[src/rtl/ring_pkg.sv]
// Shared definitions for the ring router: flit geometry defaults, VC encoding
// and the hop-field update applied to every flit leaving an output port.
package ring_pkg;

  localparam int DATA_WIDTH_DEF = 64;
  localparam int HOP_LSB_DEF    = 48;
  localparam int HOP_W_DEF      = 8;

  localparam int VC_EVEN = 0;
  localparam int VC_ODD  = 1;

  localparam int FLIT_MAX_W = 512;
  typedef logic [FLIT_MAX_W-1:0] flit_max_t;

  // Shifts only the hop field right by one; the field's top bit fills with zero.
  function automatic flit_max_t hop_decrement(flit_max_t flit, int lsb, int w);
    flit_max_t mask;
    mask = ((flit_max_t'(1) << w) - flit_max_t'(1)) << lsb;
    return (flit & ~mask) | (((flit & mask) >> 1) & mask);
  endfunction

endpackage

[src/rtl/rr_arbiter.sv]
// Round-robin arbiter: grants the first requester at or after ptr, wrapping
// around, and reports the winner both one-hot and as an index.
module rr_arbiter #(
  parameter int N  = 2,
  parameter int PW = (N > 1) ? $clog2(N) : 1
) (
  input  logic [N-1:0]  req,
  input  logic [PW-1:0] ptr,
  input  logic          en,
  output logic [N-1:0]  gnt,
  output logic [PW-1:0] idx
);

  always_comb begin
    int   cand;
    logic found;
    gnt   = '0;
    idx   = '0;
    found = 1'b0;
    cand  = 0;
    for (int off = 0; off < N; off++) begin
      cand = int'(ptr) + off;
      if (cand >= N) cand = cand - N;
      if (en && !found && req[cand]) begin
        found     = 1'b1;
        gnt[cand] = 1'b1;
        idx       = PW'(cand);
      end
    end
  end

endmodule

[src/rtl/ring_vc_output_arbiter.sv]
// Ring router output port: per-VC one-flit buffer with round-robin input
// selection, draining onto the link on the VC chosen by the global polarity.
module ring_vc_output_arbiter
  import ring_pkg::*;
#(
  parameter int DATA_WIDTH = DATA_WIDTH_DEF,
  parameter int NUM_IN     = 2,
  parameter int HOP_LSB    = HOP_LSB_DEF,
  parameter int HOP_W      = HOP_W_DEF
) (
  input  logic                         clk,
  input  logic                         rst,
  input  logic                         polarity,
  input  logic                         out_ro,
  input  logic [NUM_IN-1:0]            req_even,
  input  logic [NUM_IN-1:0]            req_odd,
  input  logic [NUM_IN*DATA_WIDTH-1:0] data_in_even,
  input  logic [NUM_IN*DATA_WIDTH-1:0] data_in_odd,
  output logic [NUM_IN-1:0]            gnt_even,
  output logic [NUM_IN-1:0]            gnt_odd,
  output logic                         out_so,
  output logic [DATA_WIDTH-1:0]        out_do,
  output logic                         full_even,
  output logic                         full_odd
);

  localparam int PW = (NUM_IN > 1) ? $clog2(NUM_IN) : 1;

  logic [NUM_IN-1:0]            req_vc [2];
  logic [NUM_IN*DATA_WIDTH-1:0] din_vc [2];
  logic [NUM_IN-1:0]            gnt_vc [2];

  assign req_vc[VC_EVEN] = req_even;
  assign req_vc[VC_ODD]  = req_odd;
  assign din_vc[VC_EVEN] = data_in_even;
  assign din_vc[VC_ODD]  = data_in_odd;

  for (genvar v = 0; v < 2; v++) begin : g_vc
    logic                  full;
    logic [DATA_WIDTH-1:0] buf_q;
    logic [PW-1:0]         ptr;
    logic                  drain;
    logic                  acc;
    logic                  en;
    logic [PW-1:0]         idx;

    assign drain = full & out_ro & (polarity == 1'(v));
    assign acc   = (~full | drain) & (|req_vc[v]);
    // Gating with rst makes grants disappear the instant reset asserts.
    assign en    = acc & rst;

    rr_arbiter #(.N(NUM_IN), .PW(PW)) u_arb (
      .req (req_vc[v]),
      .ptr (ptr),
      .en  (en),
      .gnt (gnt_vc[v]),
      .idx (idx)
    );

    always_ff @(posedge clk or negedge rst) begin
      if (!rst) begin
        full  <= 1'b0;
        buf_q <= '0;
        ptr   <= '0;
      end else if (acc) begin
        full  <= 1'b1;
        buf_q <= din_vc[v][idx*DATA_WIDTH +: DATA_WIDTH];
        ptr   <= (idx == PW'(NUM_IN - 1)) ? '0 : idx + PW'(1);
      end else if (drain) begin
        full <= 1'b0;
      end
    end
  end

  assign gnt_even  = gnt_vc[VC_EVEN];
  assign gnt_odd   = gnt_vc[VC_ODD];
  assign full_even = g_vc[VC_EVEN].full;
  assign full_odd  = g_vc[VC_ODD].full;

  logic                  drain_any;
  logic [DATA_WIDTH-1:0] drain_flit;

  assign drain_any  = polarity ? g_vc[VC_ODD].drain : g_vc[VC_EVEN].drain;
  assign drain_flit = polarity ? g_vc[VC_ODD].buf_q : g_vc[VC_EVEN].buf_q;

  always_ff @(posedge clk or negedge rst) begin
    if (!rst) begin
      out_so <= 1'b0;
      out_do <= '0;
    end else begin
      out_so <= drain_any;
      if (drain_any)
        out_do <= DATA_WIDTH'(hop_decrement(flit_max_t'(drain_flit), HOP_LSB, HOP_W));
    end
  end

endmodule

[config.mk]
export PLATFORM = sky130hd
export DESIGN_NAME = ring_vc_output_arbiter
export DESIGN_NICKNAME = d
export VERILOG_FILES = /design/src/rtl/ring_pkg.sv /design/src/rtl/rr_arbiter.sv /design/src/rtl/ring_vc_output_arbiter.sv
export SDC_FILE = /design/constraint.sdc
export NUM_CORES = 1
export LEC_CHECK = 0
export ABC_CLOCK_PERIOD_IN_PS = 1300
export CAP_MARGIN = 15
export CORE_MARGIN = 3
export CORE_UTILIZATION = 30
export CTS_CLUSTER_DIAMETER = 150
export CTS_CLUSTER_SIZE = 20
export DETAILED_ROUTE_END_ITERATION = 8
export GPL_TIMING_DRIVEN = 0
export SLEW_MARGIN = 20
export SYNTH_ARGS = -nofsm -noshare
export SYNTH_HDL_FRONTEND = slang
export SYNTH_SLANG_ARGS = --single-unit
export TNS_END_PERCENT = 100
[constraint.sdc]
create_clock -name clk -period 1.3 [get_ports clk]
set_input_delay 0.26 -clock clk [delete_from_list [all_inputs] [get_ports clk]]
set_output_delay 0.26 -clock clk [all_outputs]
set_load 0.1 [all_outputs]
== Word level (Yosys, flattened, before mapping) ==
Cells that the tools add are included.
Storage, ports and cells
  register bits: 197
  word-level logic and storage cells: 104
Operators by class
  reduce and logical (&&, ||, !) cells: 16
  shift-type cells: 2
  order comparisons: 12
  bitwise operators: 16
  $add $sub $neg: 8
  muxes and demuxes: 42
Operators by type and width (number)
  128-bit by 8-bit variable part select with 64-bit output: 2
  32-bit by 1-bit greater-or-equal comparator with 1-bit output, second input constant: 4
  32-bit by 3-bit less-than comparator with 1-bit output, second input constant: 4
  32-bit two-way mux: 4
  32-bit by 3-bit greater-or-equal comparator with 1-bit output, second input constant: 2
  64-bit two-way mux: 1
  64-bit by 55-bit bitwise OR with 64-bit output: 1
  32-bit by 3-bit subtractor with 32-bit output, second input constant: 2
  1-bit two-way mux: 29
  1-bit logical AND: 10
  1-bit AND: 8
  2-bit two-way mux: 4
  1-bit by 2-bit subtractor with 3-bit output, second input constant: 2
  1-bit by 1-bit adder with 2-bit output, second input constant: 2
  1-bit demux with 1-bit select: 4
  1-bit by 2-bit greater-or-equal comparator with 1-bit output, second input constant: 2
  2-bit bitwise OR: 2
  2-bit nonzero test: 2
  2-bit OR reduction: 2
  1-bit NOT: 3
  1-bit adder, second input constant: 2
  1-bit logical NOT: 2
  1-bit bitwise OR: 2

== Longest topological paths before layout ==
Gate-level depths: netlist (run 1).
  word-level depth: 13
  mapped depth: 6
  mapped depth without buffers: 4

== Hierarchy ==
From an unflattened synthesis (run 1), not the netlist that was laid out.
Unflattened totals
  cell total of the unflattened synthesis: 728
  area total of the unflattened synthesis: 9511.6 µm²
Modules (own cells, without submodules)
  ring_vc_output_arbiter: times used 1, cells an instance 716, area each 9459.1 µm², seq. area each 4854.7 µm²
  rr_arbiter: times used 2, cells an instance 6, area each 26.3 µm², seq. area each 0.0 µm²

== Least setup slack after synthesis (run 1) ==
Ideal clock, no wire load.
  path type: flip-flop to output port
  start: register g_vc[1].full (netlist: full_odd)
  end: output gnt_odd[0]
  buffers on the path: 0
  setup slack: -2.303 ns
  data required time: 1.040 ns
  arrival: 3.343 ns
  cell stages (with the launch flop): 3
  cell sequence: dfrtp_1 > a21boi_2 > a211oi_1
On the way
  word-level cells in the longest chain between the ends: 11
Ends and longest elaborated chain
  start: declaration: line ring_vc_output_arbiter.sv:39  | logic full;
  start signal: assignment: line ring_vc_output_arbiter.sv:62  | full <= 1'b0;
  start signal: assignment: line ring_vc_output_arbiter.sv:66  | full <= 1'b1;
  start signal: assignment: line ring_vc_output_arbiter.sv:70  | full <= 1'b0;
  1-bit AND (2 in series): line ring_vc_output_arbiter.sv:47  | assign drain = full & out_ro & (polarity == 1'(v));
  1-bit bitwise OR (*): line ring_vc_output_arbiter.sv:48  | assign acc = (~full | drain) & (|req_vc[v]);
  1-bit AND (*): line ring_vc_output_arbiter.sv:48
  1-bit AND (*): line ring_vc_output_arbiter.sv:50  | assign en = acc & rst;
  1-bit logical AND: line rr_arbiter.sv:24  | if (en && !found && req[cand]) begin
  1-bit two-way mux: line rr_arbiter.sv:24
  1-bit logical NOT: line rr_arbiter.sv:24
  1-bit logical AND (2 in series): line rr_arbiter.sv:24
  2-bit two-way mux (*): line rr_arbiter.sv:24
  end: declaration: line ring_vc_output_arbiter.sv:20  | output logic [NUM_IN-1:0] gnt_odd,
Mark *: on every way between the ends. The rest lies on a longest branch, timed or not.

== Worst setup path in the final report (run 1) ==
  start: register g_vc[1].full (netlist: full_odd)
  end: output gnt_odd[1]
Same word-level chain as after synthesis.

==> results.toml, run 1 <==
[route]
vias = 8281
viasPerCell = 4.85
drt_iter0_drc = 396
wl_per_cell_um = 21.7
drtPass1Iterations = 4
wl_um = 37000
drcViolationCount = 0
ant_nets = 0

[global_route]
grt_start_max_net_pins = 81
antenna_found_initial = 0
grt_overflow = 0
grt_pass1_vias = 8291
grt_pass1_wl_um = 49000
grt_usage_pct = 20.6

[run_status]
status = "complete, but fails checks"
violations = "negative hold slack, negative setup slack"

[sta]
finalCritPeriodShare_pct = 141
rsz0062_at_grt = "true"
max_clock_freq_mhz = 546
worst_slack_ps = -531
drv_slew = 0
slew_headroom_pct = 65.7
finalHoldWorstSlack_ps = -344
worst_pin_slew_ps = 512
setup_viol = 218
skew_ps = 11.4
hold_violations = 82
min_period_ps = 1830

[worst_setup_path]
worst-path-buf-inv = 1
crit_required_ps = 1040
critPathSlowestCell = "dfrtp_4"
r2r_slack_ps = -460
crit_type = "reg2out"
path_cells = "a21boi_4 -> nor3_4 -> buf_12"
endpoint_kind = "primary output"
cp.arrival_ps = 1570
path_delay_family = "flip-flops"
slowest_delay_ps = 480
reg2reg_to = "g_vc[1].buf_q[9]"
r2r-start = "g_vc[1].ptr"
worstSetupStartpointType = "register"
r2r_cells = 8
path_max_fanout = 3

[clock_network]
clock_path_buffers = 2
clkLatencyLatePin_ps = 430
cts_root_buffer = "clkbuf_16"
cts-htree-levels = 4
cts_buffers = 17
cts_tree = "built"
clk_pin_slew_worst_paths_ps = 80
clock-sinks = 194

[die]
ios = 335
die-area_um2 = 32000
num_rows = 62
die_w_um = 179
coreArea_um2 = 29100
die_h_um = 179
start_util_pct = 30.8

[final_layout]
antenna_cells = 0
drive_above_1_share_pct = 46.6
fin_cells = 1707
final_area_um2 = 18300
nets = 1575
syn_to_final_growth_pct = 105

[pwr]
finalPower_mw = 24.4
irDropWorstVdd_v = 0.000815
power.leakage_nw = 7.63
powerDensity_nw_per_um2 = 1330

[logic_synthesis]
syn_inst = 849
yosysSeqAreaShare_pct = 54.1
synth.avg_cell_area_um2 = 10.6
yosysWarnings = 0
syn_nets = 1113
synth_cell_types = 25
ys_seq_elements = 194
synth_area_um2 = 8970

[place]
globalplace.congestion = 0.762
dpl-instance-area_um2 = 13200
hpwl_um = 23100
place_inst = 1564
numPortBuffers = 329

[hold_path]
worst_hold_path_type = "in2async"

[flow_run]
drv_cap = 0
[metrics by stage]
step	setup TNS, ps	setup WS [ps]	hold slack [ps]	utilization (%)
finish	-61050	-531	-344	63.1
CTS	-62900	-536	-350	54.2
global placement	-2778340	-9990	460	45.1
floorplan	-31470	-613	-35.6	-
global route	-73690	-618	-357	63.1
detailed placement	-199180	-1730	154	45.3
[cell usage after synthesis, drive strengths merged]
master,n,area (um2)
inv,3,11.3
nand2,68,258
nor3b,1,7.51
a211oi,1,7.51
clkbuf,5,18.8
dfrtp,194,4850
a21boi,1,11.3
nand2b,2,12.5
mux2,1,11.3
nor2,133,507
conb,1,3.75
a21oi,127,639
mux2i,189,1890
a221oi,1,8.76
o21ai,63,315
nor3,1,5.00
buf,56,393
o211ai,2,15.0
[state kept, by name (all words and copies together), names as in the netlist]
| signal | flops |
|---|---|
| out_do | 63 |
| g_vc.buf_q | 126 |
| full_odd | 1 |
| out_so | 1 |
| g_vc.ptr | 2 |
| full_even | 1 |
[cells by family after synthesis]
| group | share of synthesized area [%] |
|---|---|
| simple gates | 8.80 |
| compound gates | 11.1 |
| buf+inv | 4.71 |
| flops | 54.1 |
| other cells | 0.0418 |
| mux | 21.2 |
[power breakdown]
group	total [mW]	internal, mW	switching (mW)	leakage, nW
registers	8.20	7.22	0.984	2.15
logic	11.0	5.02	6.01	5.21
clock network	5.13	2.57	2.56	0.271
total	24.4	14.8	9.55	7.63
[worst max path at each step]
stage,start,to,slack [ps],cells past startpoint
final,full_odd,gnt_odd[1],-530,3
after global routing,g_vc[1].ptr,gnt_odd[1],-620,5
after CTS,full_odd,gnt_odd[1],-540,3
after detailed placement,rst,gnt_even[1],-1730,6
after global placement,rst,full_even,-9990,1
after floorplan,full_odd,gnt_odd[0],-610,2
[repair_timing]
action                                  in CTS  in global routing
pin swaps                                   21                 64
setup buffers                               33                 52
gates resized for setup                    783                471
gates cloned                                11                 24
endpoints found under the hold margin       72                 72
endpoints found under the setup margin     262                262
[placed cells by master (no fill, tap or decap), types with 12 or more instances in the layout]
master,Yosys,routed
nor2_4,1,12
nand2_2,1,32
clkbuf_16,0,41
mux2i_2,0,17
nand2_4,0,29
dfrtp_1,194,167
buf_12,0,108
buf_16,0,13
buf_6,13,19
mux2i_1,189,93
a21oi_2,1,84
o21ai_1,4,31
nor2_1,132,102
mux2i_4,0,79
buf_8,0,17
buf_4,14,57
o21ai_2,0,30
nor2_2,0,19
a21oi_1,126,42
clkdlybuf4s50_1,0,254
dfrtp_2,0,25
[metal layers]
layer	vias to the layer above	global-route usage (%)	part of all wire, %
met4	0	4.42	1.3
met2	239	36.1	53
li1	3887	-	-
met1	4122	26.2	41
met3	33	4.64	5.6
met5	-	0	0
[final cells by class]
class,instances,area [um2]
buffer,59,910
clock buffer,18,439
clock inverter,13,118
fill,2200,10700
inverter,3,13.8
multi-input combinational,591,5710
sequential,194,4890
tap,384,480
timing repair buffer,445,5790
[worst register-to-register path, stage by stage, from the launching register on]
cell	delay, ps
dfrtp_1	380
o211ai_1	190
buf_6	130
buf_4	140
buf_16	180
buf_12	130
buf_16	130
mux2i_2	240
a21oi_1	110
(Power assumes the default switching activity.)
==> inputs of run 2 (changes only) <==
--- a/config.mk
+++ b/config.mk
@@ -8,11 +8,12 @@
 export ABC_CLOCK_PERIOD_IN_PS = 1300
 export CAP_MARGIN = 15
 export CORE_MARGIN = 3
-export CORE_UTILIZATION = 30
+export CORE_UTILIZATION = 40
 export CTS_CLUSTER_DIAMETER = 150
 export CTS_CLUSTER_SIZE = 20
 export DETAILED_ROUTE_END_ITERATION = 8
 export GPL_TIMING_DRIVEN = 0
+export PLACE_DENSITY = 0.76
 export SLEW_MARGIN = 20
 export SYNTH_ARGS = -nofsm -noshare
 export SYNTH_HDL_FRONTEND = slang
==> run 2 against run 1 <==
The run ends with negative setup slack left. Wire length rose by 9.7%. First-iteration DRC count rose by 13%. Utilization rose by 19 points. Combinational power barely moved. Fmax fell by 4.7%. Die area fell by 24%. Setup slack got worse by 91 ps.
==> results.toml, run 2 (synthesis results as in run 1) <==
[pwr]
power_frac_seq_pct = 33.6
swShare_pct = 39.3
power.leakage_nw = 7.56
cell_internal_pwr_mw = 14.9
powerDensity_nw_per_um2 = 1370
irDropWorstVdd_v = 0.000891
combinationalPowerShare_pct = 44.9
power_frac_clock_pct = 21.5
power.switching_mw = 9.66
finalPower_mw = 24.6

[route]
drt_iter0_drc = 448
drtPass1Iterations = 4
vias = 8869
ant_nets = 0
wl_um = 40600
wl_per_cell_um = 25.3
viasPerCell = 5.54
drcViolationCount = 0

[die]
ios = 335
die-area_um2 = 24300
die_h_um = 156
start_util_pct = 40.9
die_w_um = 156
coreArea_um2 = 22000
num_rows = 54

[sta]
drv_slew = 0
rsz0062_at_grt = "true"
slew_headroom_pct = 59.1
worst_pin_slew_ps = 611
max_clock_freq_mhz = 520
finalCritPeriodShare_pct = 148
skew_ps = 14.9
hold_violations = 0
finalHoldWorstSlack_ps = 7.49
tns_ps = -73780
setup_viol = 224
min_period_ps = 1920
worst_slack_ps = -622

[final_layout]
largest_reg_flops = 126
final_common_cell = "clkdlybuf4s50_1"
top_regs = "g_vc.buf_q (126), out_do (63), g_vc.ptr (2)"
antenna_cells = 0
fillCellCount = 1095
final_area_um2 = 18000
final_cell_mix = "253 x clkdlybuf4s50_1, 176 x dfrtp_1, 124 x nor2_1"
fin_cells = 1602
seq_area_um2 = 4880
nets = 1574
multi_input_area_um2 = 5550
finish.utilization_pct = 81.9
drive_above_1_share_pct = 44.4
syn_to_final_growth_pct = 101
regMostFlops = "g_vc.buf_q"

[worst_setup_path]
slowest_delay_ps = 390
critPathSlowestCell = "dfrtp_1"
crit_type = "reg2reg"
crit_required_ps = 1600
endpoint_kind = "register"
path_cells = "o211ai_1 -> buf_6 -> buf_4 -> buf_6 -> buf_12 -> buf_12 -> buf_16 -> mux2i_1 -> a21oi_1"
path_max_fanout = 5
path_delay_family = "buffers and inverters"
cp.arrival_ps = 2220
worst-path-buf-inv = 6
worstSetupStartpointType = "register"

[run_status]
status = "complete, but fails checks"
violations = "negative setup slack"

[global_route]
grt_usage_pct = 27.7
antenna_found_initial = 0
grt_start_max_net_pins = 51
grt_pass1_vias = 8544
grt_overflow = 0
grt_pass1_wl_um = 50300

[clock_network]
cts_root_buffer = "clkbuf_16"
clock_path_buffers = 2
clkLatencyLatePin_ps = 430
cts-htree-levels = 4
cts_buffers = 17
cts_tree = "built"
clock-sinks = 194
clk_pin_slew_worst_paths_ps = 80

[place]
numPortBuffers = 329
dpl-instance-area_um2 = 13100
globalplace.congestion = 0.812
dpl_worst_slack_ps = -2210
place_inst = 1460
hpwl_um = 21600

[flow_run]
drv_cap = 0

[hold_path]
worst_hold_path_type = "in2async"
==> run 2: power by group through the flow <==
stage	clock network [mW]	logic (mW)	registers, mW
3_3_place_gp	0	7.46	7.90
3_5_place_dp	0	7.58	7.95
4_1_cts	5.22	9.22	8.01
2_1_floorplan	0	2.11	10.8
6_report	5.29	11.0	8.27
5_1_grt	5.54	11.4	8.35
==> run 2: what timing repair did <==
action                                  CTS  global route
endpoints found under the setup margin  262           259
pin swaps                                58            89
hold endpoints to repair                107             0
gates cloned                             19            12
setup buffers                            37            50
hold buffers                              5             0
resized for setup                       798           405
==> run 2: area by class of cell <==
cell class	count	area share [%]
Buffer	60	4.75
Clock buffer	19	2.41
Clock inverter	12	0.744
Inverter	3	0.0626
Multi-Input combinational cell	591	30.8
Sequential cell	194	27.1
Tap cell	280	1.95
Timing Repair Buffer	443	32.1
==> run 2: final timing paths <==
| check | to | start | depth (start not counted) | slack (ps) |
|---|---|---|---|---|
| worst max register to register | g_vc[1].buf_q[25] | g_vc[1].ptr | 9 | -620 |
| worst min register to register | g_vc[1].buf_q[56] | g_vc[1].buf_q[56] | 2 | 520 |
| min in group clk | full_even | req_even[0] | 3 | 240 |
| worst max-delay path | g_vc[1].buf_q[25] | g_vc[1].ptr | 9 | -620 |
| max in group asynchronous | full_even | rst | 4 | 180 |
| worst min-delay path | g_vc[0].buf_q[30] | rst | 3 | 7 |
==> run 2: metal layers <==
| layer | track usage, % | up-vias | part of all wire (%) | wire, um |
|---|---|---|---|---|
| met3 | 6.85 | 81 | 7.2 | 2930 |
| met2 | 47.6 | 459 | 53 | 21700 |
| met4 | 10.2 | 0 | 3.2 | 1290 |
| met1 | 34.0 | 4455 | 36 | 14700 |
| met5 | 0 | - | 0 | 0 |
| li1 | - | 3874 | - | - |
==> run 2: worst reg2reg max path, stage by stage (launching register included) <==
cell      delay [ps]
dfrtp_1          390
o211ai_1         240
buf_6            150
buf_4            100
buf_6            100
buf_12           120
buf_12           140
buf_16           150
mux2i_1          260
a21oi_1          130
==> inputs of run 3 (changes only) <==
--- a/config.mk
+++ b/config.mk
@@ -14,8 +14,9 @@
 export DETAILED_ROUTE_END_ITERATION = 8
 export GPL_TIMING_DRIVEN = 0
 export PLACE_DENSITY = 0.76
+export RECOVER_POWER = 25
+export SKIP_LAST_GASP = 1
 export SLEW_MARGIN = 20
 export SYNTH_ARGS = -nofsm -noshare
 export SYNTH_HDL_FRONTEND = slang
 export SYNTH_SLANG_ARGS = --single-unit
-export TNS_END_PERCENT = 100
==> run 3 against run 2 <==
The flow finishes with violations (negative hold slack, negative setup slack). Die area stayed put. Count of clock-buffer cells in the layout unchanged. Utilization is 0.12 points higher. Fmax is 2.8% higher. Wire length grew 0.90%. Register-to-register slack better by 70 ps. Cell count is 0.56% higher. Critical path depth shrank 4. Sequential share of layout area is 0.074 points lower. Flip-flop and latch count is the same. Clock power hardly changed.
==> results.toml, run 3 (synthesis results as in run 1) <==
[worst_setup_path]
reg2reg_to = "g_vc[1].buf_q[41]"
path_delay_family = "buffers and inverters"
path_max_fanout = 10
r2r_cells = 9
path_cells = "o211ai_1 -> buf_6 -> buf_8 -> nor3_4 -> buf_12"
r2r_slack_ps = -550
crit_type = "reg2out"
worstSetupStartpointType = "register"
r2r-start = "g_vc[1].ptr"
crit_required_ps = 1040
endpoint_kind = "primary output"
worst-path-buf-inv = 3
critPathSlowestCell = "dfrtp_1"
slowest_delay_ps = 370
cp.arrival_ps = 1610

[die]
num_rows = 54
coreArea_um2 = 22000
ios = 335
die_h_um = 156
die_w_um = 156
die-area_um2 = 24300
start_util_pct = 40.9

[run_status]
violations = "negative hold slack, negative setup slack"
status = "complete, but fails checks"

[final_layout]
final_cell_mix = "254 x clkdlybuf4s50_1, 181 x dfrtp_1, 125 x nor2_1"
drive_above_1_share_pct = 43.5
final_area_um2 = 18000
fillCellCount = 1103
final_common_cell = "clkdlybuf4s50_1"
antenna_cells = 0
largest_reg_flops = 126
syn_to_final_growth_pct = 101
seq_area_um2 = 4880
finish.utilization_pct = 82.0
regMostFlops = "g_vc.buf_q"
top_regs = "g_vc.buf_q (126), out_do (63), g_vc.ptr (2)"
multi_input_area_um2 = 5490
nets = 1583

[route]
ant_nets = 0
drtPass1Iterations = 6
drt_iter0_drc = 593
drcViolationCount = 0
viasPerCell = 5.57
wl_per_cell_um = 25.4
wl_um = 40900
vias = 8973

[sta]
skew_ps = 15.3
hold_violations = 1
worst_pin_slew_ps = 732
finalCritPeriodShare_pct = 144
min_period_ps = 1870
worst_slack_ps = -570
rsz0062_at_grt = "true"
finalHoldWorstSlack_ps = -0.437
slew_headroom_pct = 51.2
drv_slew = 0
max_clock_freq_mhz = 535
setup_viol = 241

[global_route]
use_met2_pct = 47.6
gr-max-usage-layer = "met2"
grt_pass1_vias = 8564
antenna_found_initial = 0
grt_start_max_net_pins = 51
grt_pass1_wl_um = 50300
grt_overflow = 0
use_met3_pct = 7.38
grt_usage_pct = 27.7
grtUsageMet1_pct = 33.7

[clock_network]
cts_root_buffer = "clkbuf_16"
cts-htree-levels = 4
cts_tree = "built"
clkLatencyLatePin_ps = 440
clock_path_buffers = 2
clock-sinks = 194
clk_pin_slew_worst_paths_ps = 80
cts_buffers = 17

[place]
hpwl_um = 21600
dpl_worst_slack_ps = -2210
numPortBuffers = 329
dpl-instance-area_um2 = 13100
globalplace.congestion = 0.812

[pwr]
power.switching_mw = 9.63
power_frac_clock_pct = 21.4
combinationalPowerShare_pct = 45.0
swShare_pct = 39.2
cell_internal_pwr_mw = 14.9
power_frac_seq_pct = 33.5
irDropWorstVdd_v = 0.000906
power.leakage_nw = 7.57
finalPower_mw = 24.6
powerDensity_nw_per_um2 = 1360

[flow_run]
drv_cap = 0

[hold_path]
worst_hold_path_type = "in2async"
-- run 3: how the worst max path moves through the flow --
stage                      startpoint    endpoint  slack (ps)  depth (start not counted)
final                     g_vc[1].ptr  gnt_odd[1]        -570                          5
after detailed placement          rst  gnt_odd[1]       -2210                          8
after CTS                    full_odd  gnt_odd[1]        -560                          3
after floorplan              full_odd  gnt_odd[0]        -610                          2
after global routing      g_vc[1].ptr  gnt_odd[1]        -630                          5
after global placement            rst    full_odd       -9540                          1
-- run 3: repair_timing --
item	4_1_cts	5_1_grt
setup buffers	37	63
setup endpoints to repair	262	259
pin swaps	52	81
resized for setup	778	433
hold endpoints to repair	107	0
cloned	19	12
hold buffers	5	0
-- run 3: layout make-up --
class,instances,share of cell area [%]
Timing Repair Buffer,455,32.9
Buffer,57,4.46
Tap cell,280,1.94
Clock buffer,19,2.40
Sequential cell,194,27.1
Inverter,3,0.0625
Clock inverter,12,0.743
Multi-Input combinational cell,591,30.4
-- run 3: tightest hold or removal path: stages --
cell	delay (ps)
buf_8	110
bufbuf_16	250
buf_12	170
-- run 3: metal layers --
layer	vias up	wire, um
li1	3896	-
met3	102	2880
met4	0	1710
met2	468	21200
met1	4507	15200
met5	-	0
-- run 3: power groups by stage --
stage,sequential [mW],clock (mW),combinational [mW]
after floorplan,10.8,0,2.11
after global placement,7.90,0,7.46
after detailed placement,7.95,0,7.58
after CTS,8.01,5.22,9.19
after global routing,8.32,5.54,11.4
final,8.24,5.26,11.1
-- run 3: per-stage QoR --
| stage | cells | TNS [ps] |
|---|---|---|
| after detailed placement | 1460 | -208780 |
| final | 1611 | -72030 |
| after global placement | 1458 | -2652600 |
| after global routing | 1611 | -79260 |
| after CTS | 1550 | -63330 |
| after floorplan | 849 | -31470 |
